$ cat src/rtl/multicycle_proc_p.sv
// Four-state multicycle processor (IDLE/EXEC/MEM/WB) with register file, data memory and PRINT port.
// Optional MUL on opcode 12 when MULTICYCLE_PROC_P_MUL_EN is defined.
module multicycle_proc_p #(
   parameter int DATA_W  = 16,
   parameter int FIELD_W = 4,
   parameter int MEM_AW  = 4
) (
   input  logic                   clock_i,
   input  logic                   reset_ni,
   input  logic                   run_i,
   input  logic [4+3*FIELD_W-1:0] input_i,
   output logic                   done_o,
   output logic                   busy_o,
   output logic                   illegal_o,
   output logic [DATA_W-1:0]      output_o
);
   localparam int IW   = 4 + 3*FIELD_W;
   localparam int NREG = 1 << FIELD_W;
   localparam int NMEM = 1 << MEM_AW;
   localparam logic [DATA_W-1:0] SHIFT_LIM = DATA_W'(DATA_W);

   localparam logic [3:0] OP_NOP   = 4'd0;
   localparam logic [3:0] OP_STORE = 4'd1;
   localparam logic [3:0] OP_LOAD  = 4'd2;
   localparam logic [3:0] OP_MVNZ  = 4'd3;
   localparam logic [3:0] OP_MV    = 4'd4;
   localparam logic [3:0] OP_MVI   = 4'd5;
   localparam logic [3:0] OP_ADD   = 4'd6;
   localparam logic [3:0] OP_SUB   = 4'd7;
   localparam logic [3:0] OP_AND   = 4'd8;
   localparam logic [3:0] OP_SLT   = 4'd9;
   localparam logic [3:0] OP_SLL   = 4'd10;
   localparam logic [3:0] OP_SRL   = 4'd11;
   localparam logic [3:0] OP_MUL   = 4'd12;
   localparam logic [3:0] OP_PRINT = 4'd15;

   typedef enum logic [1:0] {S_IDLE, S_EXEC, S_MEM, S_WB} state_t;

   state_t              state_q, state_d;
   logic [IW-1:0]       ir_q, ir_d;
   logic [DATA_W-1:0]   temp_q, temp_d;
   logic                done_q, done_d;
   logic                illegal_q, illegal_d;
   logic [DATA_W-1:0]   out_q, out_d;
   logic [DATA_W-1:0]   regs_q [NREG];
   logic [DATA_W-1:0]   mem_q  [NMEM];
   logic                reg_we, mem_we;

   logic [3:0]          opcode;
   logic [FIELD_W-1:0]  fa, fb, fc;
   logic [DATA_W-1:0]   ra, rb, rc;
   logic [MEM_AW-1:0]   maddr;
   logic [DATA_W-1:0]   exec_res;
   logic                op_legal;

   assign opcode = ir_q[IW-1 -: 4];
   assign fa     = ir_q[3*FIELD_W-1 -: FIELD_W];
   assign fb     = ir_q[2*FIELD_W-1 -: FIELD_W];
   assign fc     = ir_q[FIELD_W-1:0];
   assign ra     = regs_q[fa];
   assign rb     = regs_q[fb];
   assign rc     = regs_q[fc];
   // temp holds the effective address between EXEC and MEM
   assign maddr  = temp_q[MEM_AW-1:0];

   always_comb begin
      exec_res = '0;
      op_legal = 1'b1;
      case (opcode)
         OP_NOP, OP_PRINT:  exec_res = '0;
         OP_STORE, OP_LOAD: exec_res = rb + DATA_W'(fc);
         OP_MVNZ:           exec_res = (rc == '0) ? ra : rb;
         OP_MV:             exec_res = rb;
         OP_MVI:            exec_res = DATA_W'({fb, fc});
         OP_ADD:            exec_res = rb + rc;
         OP_SUB:            exec_res = rb - rc;
         OP_AND:            exec_res = rb & rc;
         OP_SLT:            exec_res = {{(DATA_W-1){1'b0}}, (rb < rc)};
         OP_SLL:            exec_res = (rc >= SHIFT_LIM) ? '0 : (rb << rc);
         OP_SRL:            exec_res = (rc >= SHIFT_LIM) ? '0 : (rb >> rc);
`ifdef MULTICYCLE_PROC_P_MUL_EN
         OP_MUL:            exec_res = rb * rc;
`else
         OP_MUL:            op_legal = 1'b0;
`endif
         default:           op_legal = 1'b0;
      endcase
   end

   always_comb begin
      state_d   = state_q;
      ir_d      = ir_q;
      temp_d    = temp_q;
      done_d    = 1'b0;
      illegal_d = 1'b0;
      out_d     = out_q;
      reg_we    = 1'b0;
      mem_we    = 1'b0;
      unique case (state_q)
         S_IDLE: begin
            if (run_i) begin
               ir_d    = input_i;
               state_d = S_EXEC;
            end
         end
         S_EXEC: begin
            temp_d  = exec_res;
            state_d = S_WB;
            if (opcode == OP_STORE || opcode == OP_LOAD) begin
               state_d = S_MEM;
            end else if (opcode == OP_NOP || opcode == OP_PRINT || !op_legal) begin
               state_d   = S_IDLE;
               done_d    = 1'b1;
               illegal_d = !op_legal;
               if (opcode == OP_PRINT) out_d = ra;
            end
         end
         S_MEM: begin
            if (opcode == OP_STORE) begin
               mem_we  = 1'b1;
               state_d = S_IDLE;
               done_d  = 1'b1;
            end else begin
               temp_d  = mem_q[maddr];
               state_d = S_WB;
            end
         end
         S_WB: begin
            reg_we  = 1'b1;
            state_d = S_IDLE;
            done_d  = 1'b1;
         end
         default: state_d = S_IDLE;
      endcase
   end

   always_ff @(posedge clock_i or negedge reset_ni) begin
      if (!reset_ni) begin
         state_q   <= S_IDLE;
         ir_q      <= '0;
         temp_q    <= '0;
         done_q    <= 1'b0;
         illegal_q <= 1'b0;
         out_q     <= '0;
         for (int i = 0; i < NREG; i++) regs_q[i] <= DATA_W'(i);
         for (int i = 0; i < NMEM; i++) mem_q[i] <= '0;
      end else begin
         state_q   <= state_d;
         ir_q      <= ir_d;
         temp_q    <= temp_d;
         done_q    <= done_d;
         illegal_q <= illegal_d;
         out_q     <= out_d;
         if (reg_we) regs_q[fa] <= temp_q;
         if (mem_we) mem_q[maddr] <= ra;
      end
   end

   assign done_o    = done_q;
   assign busy_o    = (state_q != S_IDLE);
   assign illegal_o = illegal_q;
   assign output_o  = out_q;
endmodule

$ cat config.mk
export PLATFORM = sky130hd
export DESIGN_NAME = multicycle_proc_p
export DESIGN_NICKNAME = d
export VERILOG_FILES = /design/src/rtl/multicycle_proc_p.sv
export SDC_FILE = /design/constraint.sdc
export NUM_CORES = 1
export LEC_CHECK = 0
export BUFFER_PORTS_ARGS = -buffer_cell sky130_fd_sc_hd__clkbuf_2
export CAP_MARGIN = 20
export CORE_MARGIN = 2
export CORE_UTILIZATION = 45
export CTS_BUF_LIST = sky130_fd_sc_hd__clkbuf_2 sky130_fd_sc_hd__clkbuf_4 sky130_fd_sc_hd__clkbuf_8
export CTS_CLUSTER_DIAMETER = 60
export DETAILED_ROUTE_END_ITERATION = 12
export HOLD_SLACK_MARGIN = 0.06
export PLACE_DENSITY_LB_ADDON = 0.05
export SYNTH_ARGS = -nofsm -noshare
export SYNTH_HDL_FRONTEND = slang
export SYNTH_SLANG_ARGS = --single-unit
$ cat constraint.sdc
create_clock -name clock_i -period 8.8 [get_ports clock_i]
set_input_delay 0.88 -clock clock_i [delete_from_list [all_inputs] [get_ports clock_i]]
set_output_delay 0.88 -clock clock_i [all_outputs]
set_load 0.1 [all_outputs]
==> results of run 1 <==
## cell families (layout without fill, tap and decap cells)
| family | count (synthesis) | after routing |
|---|---|---|
| xor+xnor | 22 | 22 |
| compound gates | 312 | 312 |
| mux | 870 | 870 |
| fa+ha+maj | 49 | 49 |
| other cells | 0 | 2 |
| buf+inv | 221 | 327 |
| flops | 564 | 564 |
| simple gates | 344 | 344 |
## worst reg2reg max path, cell delays in order (launching register included)
cell,delay [ns]
dfrtp_4,0.99
buf_4,0.67
mux4_2,0.60
a22o_1,0.25
a221oi_2,0.19
buf_4,0.38
o21ai_0,0.19
ha_1,0.31
a211oi_1,0.32
o211ai_1,0.21
a41oi_1,0.39
a211oi_1,0.17
a21o_1,0.21
a21oi_1,0.27
xnor2_1,0.16
a22oi_1,0.10
a31oi_1,0.21
## sequential cells by signal, indices dropped and copies added, names as in the netlist
name / flops
temp_q: 16
done_o: 1
illegal_o: 1
regs_q: 256
mem_q: 256
state_q: 2
ir_q: 16
output_o: 16
## per-layer routing
metal | vias to the layer above | part of all wire
li1 | 9319 | -
met1 | 12000 | 0.44
met2 | 882 | 0.44
met3 | 230 | 0.074
met4 | 2 | 0.038
met5 | - | 0.00011
## per-stage QoR
step / power [mW] / instance area, um^2 / hold slack, ns / util
detailed placement: 9.71 / 33900 / 0.468 / 0.473
floorplan: 7.73 / 32600 / 0.445 / -
finish: 12.5 / 36200 / 0.0799 / 0.505
global route: 13.1 / 36200 / 0.0958 / 0.505
global placement: 9.71 / 33900 / 0.457 / 0.473
CTS: 12.5 / 36100 / 0.0953 / 0.505
## power by group through the flow
stage / clock (mW) / combinational, mW / sequential [mW]
5_1_grt: 2.92 / 6.35 / 3.88
4_1_cts: 2.80 / 5.91 / 3.78
3_5_place_dp: 0 / 5.88 / 3.83
3_3_place_gp: 0 / 5.90 / 3.81
6_report: 2.73 / 5.98 / 3.79
2_1_floorplan: 0 / 4.32 / 3.41
## synth_stat cells, types with 14 or more instances
| library cell | count |
|---|---|
| dfrtp_1 | 532 |
| dfstp_2 | 32 |
| nor2b_1 | 19 |
| a221oi_1 | 22 |
| a22oi_1 | 51 |
| inv_1 | 27 |
| mux2i_1 | 48 |
| o21a_1 | 14 |
| buf_1 | 33 |
| ha_1 | 47 |
| mux2_2 | 537 |
| a31oi_1 | 15 |
| clkbuf_1 | 145 |
| mux4_2 | 285 |
| a21oi_1 | 52 |
| nand2_1 | 142 |
| nand3_1 | 28 |
| o21ai_0 | 55 |
| nor3_1 | 22 |
| nor2_1 | 77 |
## worst max path at each step
stage | to | slack [ns] | cells after the start
after global routing | temp_q[13]$_DFFE_PN0P_ | 2.61 | 16
after floorplan | temp_q[13]$_DFFE_PN0P_ | 3.71 | 20
after CTS | temp_q[13]$_DFFE_PN0P_ | 3.08 | 15
after detailed placement | temp_q[0]$_DFFE_PN0P_ | 3.14 | 14
after global placement | temp_q[0]$_DFFE_PN0P_ | 3.14 | 14
final | temp_q[13]$_DFFE_PN0P_ | 3.07 | 16
## layout make-up
| class | instances | area [um^2] | area share |
|---|---|---|---|
| inverters | 28 | 105 | 0.00291 |
| clock buffers | 180 | 2160 | 0.0598 |
| clock inverters | 13 | 121 | 0.00336 |
| well taps | 950 | 1190 | 0.0329 |
| diodes | 2 | 5.00 | 0.000138 |
| flip-flops and latches | 564 | 14200 | 0.392 |
| repair buffers | 106 | 733 | 0.0203 |
| multi-input cells | 1597 | 17700 | 0.489 |
## cell usage in the layout (no fill, tap or decap), types with 10 or more instances in the layout
cell	synthesis	layout
mux2_2	537	537
dfrtp_1	532	521
mux4_2	285	285
nand2_1	142	142
clkbuf_8	0	130
buf_4	4	67
nor2_1	77	59
o21ai_0	55	55
a21oi_1	52	52
a22oi_1	51	51
clkbuf_4	0	50
mux2i_1	48	48
ha_1	47	47
clkbuf_2	0	36
dfstp_2	32	32
inv_1	27	27
nand3_1	28	26
a221oi_1	22	19
nor3_1	22	18
nor2_2	1	15
nor2b_1	19	15
a31oi_1	15	15
o21a_1	14	14
o211ai_1	13	13
xnor2_1	13	13
a22o_1	12	12
nand2b_1	13	12
a21o_1	10	10
==> results by group, run 1 <==
Setup path
  • R2R Path End: temp_q[13]$_DFFE_PN0P_
  • Reg-to-Reg Start: ir_q[0]$_DFFE_PN0P_
  • WP data arrival: ~6.4 ns
  • CP delay by family, top: compound AO/OA/AOI/OAI gates
  • Worst Path Buf+Inv: 2
  • Number of cells on the worst reg-to-reg path: 16
  • Worst-path cell chain: buf_4 -> mux4_2 -> a22o_1 -> a221oi_2 -> buf_4 -> o21ai_0 -> ha_1 -> a211oi_1 -> o211ai_1 -> a41oi_1 -> a211oi_1 -> a21o_1 -> a21oi_1 -> xnor2_1 -> a22oi_1 -> a31oi_1
  • CP Capture Type: flop
  • Crit path kind: flop to flop
  • Crit Path Max Fanout: 37
  • CP peak stage delay: slightly below 1 ns
  • Crit-path slowest cell: dfrtp_4
  • Setup crit start kind: flop
  • WP data required: about 9.4 ns
  • R2r setup slk: 3.07 ns
  • Worst setup path start: ir_q[0]$_DFFE_PN0P_

Synthesis
  • Top cell type's share of synthesized area: 0.409
  • Post-Synth Simple-Gate Area: 0.0477
  • Post-synthesis mux area share: 0.398
  • Synthesized flop and latch total: 564
  • Post-synth EDFFs: 0
  • Mapped Cells: about 2400
  • Post-synthesis async set-or-reset flop share: 1.00
  • Register area share after synthesis: 0.435
  • Post-Syn Area: roughly 0.033 mm^2
  • Synth cell types: 64
  • Compound-Gate Fraction of Synth Area: 0.0674
  • Most area-hungry cell type in the Yosys netlist: dfrtp_1
  • Largest family of logic cells by synthesized area: multiplexers
  • Xor and xnor area share after synthesis: 0.00592
  • Area share of fa/ha/maj cells after synthesis: 0.0193
  • Syn_area_per_cell: 13.7 um^2
  • Synth Net Count: roughly 2500
  • Yosys warnings: 0
  • Predominant post-synthesis flop cell: dfrtp_1
  • Ranking of synthesized cells by area: dfrtp_1, mux4_2, mux2_2

Pwr
  • Int Power: 6.98 mW
  • Share of total power in combinational logic: 0.478
  • Sw Share: 0.442
  • Max VDD drop: between 200 and 300 uV
  • Clk pwr share: 0.218
  • Sequential power share: 0.303
  • Leakage: roughly 16 nW
  • Switching pwr: between 5 and 6 mW
  • PwrDens: roughly 350 mW/mm^2

GRT
  • Routing usage on met3: 0.0675
  • Total grt overflow: 0
  • M1 GR Usage: 0.425
  • Met2 usage: 0.435
  • Number of global-route vias before repair: between 20000 and 25000
  • Initial antenna violation count: 4
  • GRT Max-Usage Layer: met2
  • First-pass GRT wire length: about 160 mm
  • Largest net degree at the start of global routing: 170
  • All-Layer GR Usage: 0.294

STA
  • Fin Setup TNS: 0 ns
  • Unrepaired setup endpoints after global routing: false
  • Final max-slew violation count: 0
  • Final setup vio count: 0
  • Worst slew pin tran: approximately 1.1 ns
  • Final-report hold violation count: 0
  • Setup Skew: slightly below 0.04 ns
  • Worst setup margin: ~3.1 ns
  • Fin crit period: between 5 and 6 ns
  • Rel. slew slack: 0.258
  • Tcrit/Tclk final: 0.651
  • Max Clock Freq: between 150 and 200 MHz

Clock network
  • Number of setup buffers added after CTS: 0
  • H-tree levels: 3
  • Post-CTS resize count: 0
  • Clock Latency Late Sink: between 0.7 and 0.8 ns
  • Post-CTS Hold Buffers: 0
  • CTS Sinks: about 560
  • TritonCTS buffer count: roughly 100
  • Root Driver: clkbuf_8
  • Clk slew on worst S/H paths: ~0.07 ns
  • Clock buffer depth: 3
  • TritonCTS clock tree: yes

Drt
  • Initial DRC Count: approximately 2200
  • Final WL: between 100 and 150 mm
  • Drt wl/cell: just over 30 um
  • Vias per cell: between 6 and 7
  • Residual DRC count: 0
  • Drt first pass iters: 6
  • Routed Antenna Nets: 0
  • Vias post-DR: roughly 22000

Place
  • GPL Wtd Cong: approximately 0.96
  • Port Buf Inserts: 37
  • Placed Cells: approximately 3200
  • Final HPWL DP: 69.0 mm
  • Post-Place Worst Slack: 3.14 ns

Die
  • Std-Cell Rows: 98
  • CORE AREA: about 0.072 mm^2
  • Initial core utilization: 0.455
  • Die Span X: approximately 270 um
  • Die area: ~0.075 mm^2
  • Die Y: between 200 and 300 um
  • Ports: 38

Layout
  • Total Nets Final: 2468
  • Final cell count without fillers: 3440
  • Layout cells sized above 1: 0.487
  • Area delta synth->final: 11.1%
  • Layout filler cell count: 6240

Worst hold path
  • Hold Path Class: input pin to asynchronous set/reset pin

Job
  • MaxCap Viol Count: 0

Outcome
  • Status: finished, final reports clean
(Power assumes the default switching activity.)
==> run 2, diff against run 1 <==
- clock period: 8.8 -> 5.6 ns (I/O delays scaled with it)
==> run 2 against run 1 <==
Against the previous run: sequential power is 59% higher; register-to-register slack worse by 2.3 ns; largest cell class unchanged; count of clock-buffer cells in the layout is 5 lower; sequential share of layout area is 0.67 points lower; final area is 1.7% higher; via count is 0.86% higher; power is 61% higher; hold slack better by 0.048 ns.
==> results by group, run 2 (same netlist as run 1, synthesis figures left out) <==
Layout
  • Total Nets Final: 2517 (was 2468)
  • Final cell count without fillers: 3488 (was 3440)
  • Post-Route Utilization: 0.514 (was 0.505)
  • Most frequent cells in the layout: mux2_2, dfrtp_1, mux4_2, nand2_1, clkbuf_8 (unchanged)
  • Commonest non-fill, non-tap cell in the layout: mux2_2 (unchanged)
  • Layout cells sized above 1: 0.491 (was 0.487)
  • Area delta synth->final: 13.0% (was 11.1%)
  • Largest regs: mem_q (256), regs_q (256) (unchanged)
  • Layout filler cell count: 6131 (was 6240)

STA
  • Fin crit period: 4.85 ns (was 5.73 ns)
  • Setup Skew: 0.0474 ns (was 0.0386 ns)
  • Worst slew pin tran: 1.10 ns (was 1.11 ns)
  • Final max-slew violation count: 0 (unchanged)
  • Final-report hold violation count: 0 (unchanged)
  • Fin Setup TNS: 0 ns (unchanged)
  • Max Clock Freq: 206 MHz (was 175 MHz)
  • Rel. slew slack: 0.265 (was 0.258)
  • Hold_ws: 0.128 ns (was 0.0799 ns)
  • Unrepaired setup endpoints after global routing: false (unchanged)
  • Final setup vio count: 0 (unchanged)
  • Tcrit/Tclk final: 0.867 (was 0.651)

Setup path
  • Setup crit start kind: flop (unchanged)
  • Worst-path cell chain: mux4_2 -> a22o_1 -> a221oi_4 -> buf_4 -> ha_1 -> nor2b_1 -> o31a_1 -> o31ai_1 -> a31oi_1 -> a21o_1 -> a21oi_1 -> nor2b_1 -> mux2i_1 -> a41oi_1 (was buf_4 -> mux4_2 -> a22o_1 -> a221oi_2 -> buf_4 -> o21ai_0 -> ha_1 -> a211oi_1 -> o211ai_1 -> a41oi_1 -> a211oi_1 -> a21o_1 -> a21oi_1 -> xnor2_1 -> a22oi_1 -> a31oi_1)
  • R2R Path End: temp_q[15]$_DFFE_PN0P_ (was temp_q[13]$_DFFE_PN0P_)
  • CP Capture Type: flop (unchanged)
  • WP data arrival: 5.41 ns (was 6.35 ns)
  • Crit-path slowest cell: dfrtp_4 (unchanged)
  • Reg-to-Reg Start: ir_q[0]$_DFFE_PN0P_ (unchanged)
  • Crit Path Max Fanout: 31 (was 37)
  • Crit path kind: flop to flop (unchanged)
  • WP data required: 6.16 ns (was 9.42 ns)
  • Number of cells on the worst reg-to-reg path: 14 (was 16)
  • R2r setup slk: 0.75 ns (was 3.07 ns)
  • CP most frequent cell: nor2b_1
  • CP peak stage delay: 0.79 ns (was 0.99 ns)

Pwr
  • Int Power: 11.4 mW (was 6.98 mW)
  • PwrDens: 549 mW/mm^2 (was 346 mW/mm^2)
  • Pwr Total: 20.2 mW (was 12.5 mW)
  • Sequential power share: 0.297 (was 0.303)
  • Clk pwr share: 0.221 (was 0.218)
  • Share of total power in combinational logic: 0.481 (was 0.478)
  • Sw Share: 0.434 (was 0.442)
  • Switching pwr: 8.76 mW (was 5.53 mW)
  • Max VDD drop: 422 uV (was 298 uV)
  • Leakage: 16.5 nW (was 16.2 nW)

Drt
  • Vias per cell: 6.48 (was 6.51)
  • Routed Antenna Nets: 0 (unchanged)
  • Vias post-DR: 22600 (was 22400)
  • Drt wl/cell: 31.0 um (was 31.1 um)
  • Final WL: 108 mm (was 107 mm)
  • Drt first pass iters: 7 (was 6)
  • Initial DRC Count: 2441 (was 2176)
  • Residual DRC count: 0 (unchanged)

Clock network
  • Root Driver: clkbuf_8 (unchanged)
  • H-tree levels: 3 (unchanged)
  • Clock Latency Late Sink: 0.73 ns (was 0.74 ns)
  • Post-CTS resize count: 0 (unchanged)
  • TritonCTS buffer count: 102 (was 103)
  • CTS Sinks: 564 (unchanged)
  • Number of setup buffers added after CTS: 0 (unchanged)
  • Post-CTS Hold Buffers: 15 (was 0)
  • TritonCTS clock tree: yes (unchanged)
  • Clock buffer depth: 3 (unchanged)
  • Clk slew on worst S/H paths: 0.06 ns (was 0.07 ns)

Worst hold path
  • Hold Path Class: input pin to flop (was input pin to asynchronous set/reset pin)
  • Worst Hold End: ir_q[0]$_DFFE_PN0P_
  • Hold Crit Depth: 2
  • Hold Path Origin: input_i[0]

Die
  • Die Y: 273 um (unchanged)
  • Die area: 0.0745 mm^2 (unchanged)
  • Die Span X: 273 um (unchanged)
  • Initial core utilization: 0.455 (unchanged)
  • CORE AREA: 0.0716 mm^2 (unchanged)
  • Ports: 38 (unchanged)
  • Std-Cell Rows: 98 (unchanged)

Place
  • Placed Cells: 3279 (was 3244)
  • Final HPWL DP: 71.7 mm (was 69.0 mm)
  • Port Buf Inserts: 37 (unchanged)
  • GPL Wtd Cong: 1.00 (was 0.955)

Outcome
  • Status: finished, final reports clean (unchanged)

GRT
  • Met2 usage: 0.459 (was 0.435)
  • All-Layer GR Usage: 0.295 (was 0.294)
  • Total grt overflow: 0 (unchanged)
  • Initial antenna violation count: 4 (unchanged)
  • M1 GR Usage: 0.419 (was 0.425)
  • First-pass GRT wire length: 160 mm (was 161 mm)
  • GRT Max-Usage Layer: met2 (unchanged)
  • Largest net degree at the start of global routing: 162 (was 170)
  • Number of global-route vias before repair: 23200 (about the same)
  • Routing usage on met3: 0.0593 (was 0.0675)

Job
  • MaxCap Viol Count: 0 (unchanged)
[run 2: cell count changes in the layout (fill, tap and decap cells not counted)]
| cell | change |
|---|---|
| bufinv_16 | +4 |
| clkbuf_4 | -9 |
| buf_12 | +8 |
| buf_16 | +1 |
| buf_4 | +27 |
| clkinvlp_4 | -1 |
| clkbuf_8 | +4 |
| buf_8 | -1 |
| dlygate4sd3_1 | +15 |
[run 2: layer usage]
layer | wire length [um] | part of all wire
met1 | 47900 | 0.44
met2 | 49500 | 0.46
met3 | 7200 | 0.067
met4 | 3560 | 0.033
met5 | 0 | 0
[run 2: layout make-up]
| type | count | area [um^2] | area share |
|---|---|---|---|
| clock inverter | 16 | 234 | 0.00636 |
| sequential | 564 | 14200 | 0.385 |
| antenna | 2 | 5.00 | 0.000136 |
| timing repair buffer | 156 | 1260 | 0.0342 |
| clock buffer | 175 | 2150 | 0.0585 |
| inverter | 28 | 105 | 0.00286 |
| multi-input combinational | 1597 | 17700 | 0.480 |
| tap | 950 | 1190 | 0.0323 |
[run 2: how the worst max path moves through the flow]
stage | slack, ns | startpoint | to
floorplan | 0.51 | ir_q[1]$_DFFE_PN0P_ | temp_q[13]$_DFFE_PN0P_
global placement | 0.72 | ir_q[0]$_DFFE_PN0P_ | temp_q[9]$_DFFE_PN0P_
detailed placement | 0.76 | ir_q[0]$_DFFE_PN0P_ | temp_q[9]$_DFFE_PN0P_
CTS | 0.75 | ir_q[0]$_DFFE_PN0P_ | temp_q[9]$_DFFE_PN0P_
global route | 0.47 | ir_q[0]$_DFFE_PN0P_ | temp_q[15]$_DFFE_PN0P_
finish | 0.75 | ir_q[0]$_DFFE_PN0P_ | temp_q[15]$_DFFE_PN0P_
[run 2: worst max-delay path: cells and delay by family (launching register included)]
kind,cells,cell delay (ns)
AOI/OAI and AO/OA,8,2.04
and+or+nand+nor,2,0.23
buffers and inverters,1,0.47
DFF,1,0.79
adders and majority gates,1,0.31
muxes,2,0.81
[run 2: power groups by stage]
stage / sequential (mW) / combinational, mW / clock [mW]
floorplan: 5.35 / 6.79 / 0
global placement: 6.03 / 9.54 / 0
detailed placement: 6.07 / 9.52 / 0
CTS: 6.00 / 9.58 / 4.57
global route: 6.14 / 10.2 / 4.76
finish: 6.01 / 9.72 / 4.47
[run 2: through the flow]
step                      cell area [um^2]  setup WS (ns)
after floorplan                      32600          0.508
after global placement               34200          0.721
after detailed placement             34200          0.762
after CTS                            36800          0.753
after global routing                 36800          0.474
final                                36800          0.747
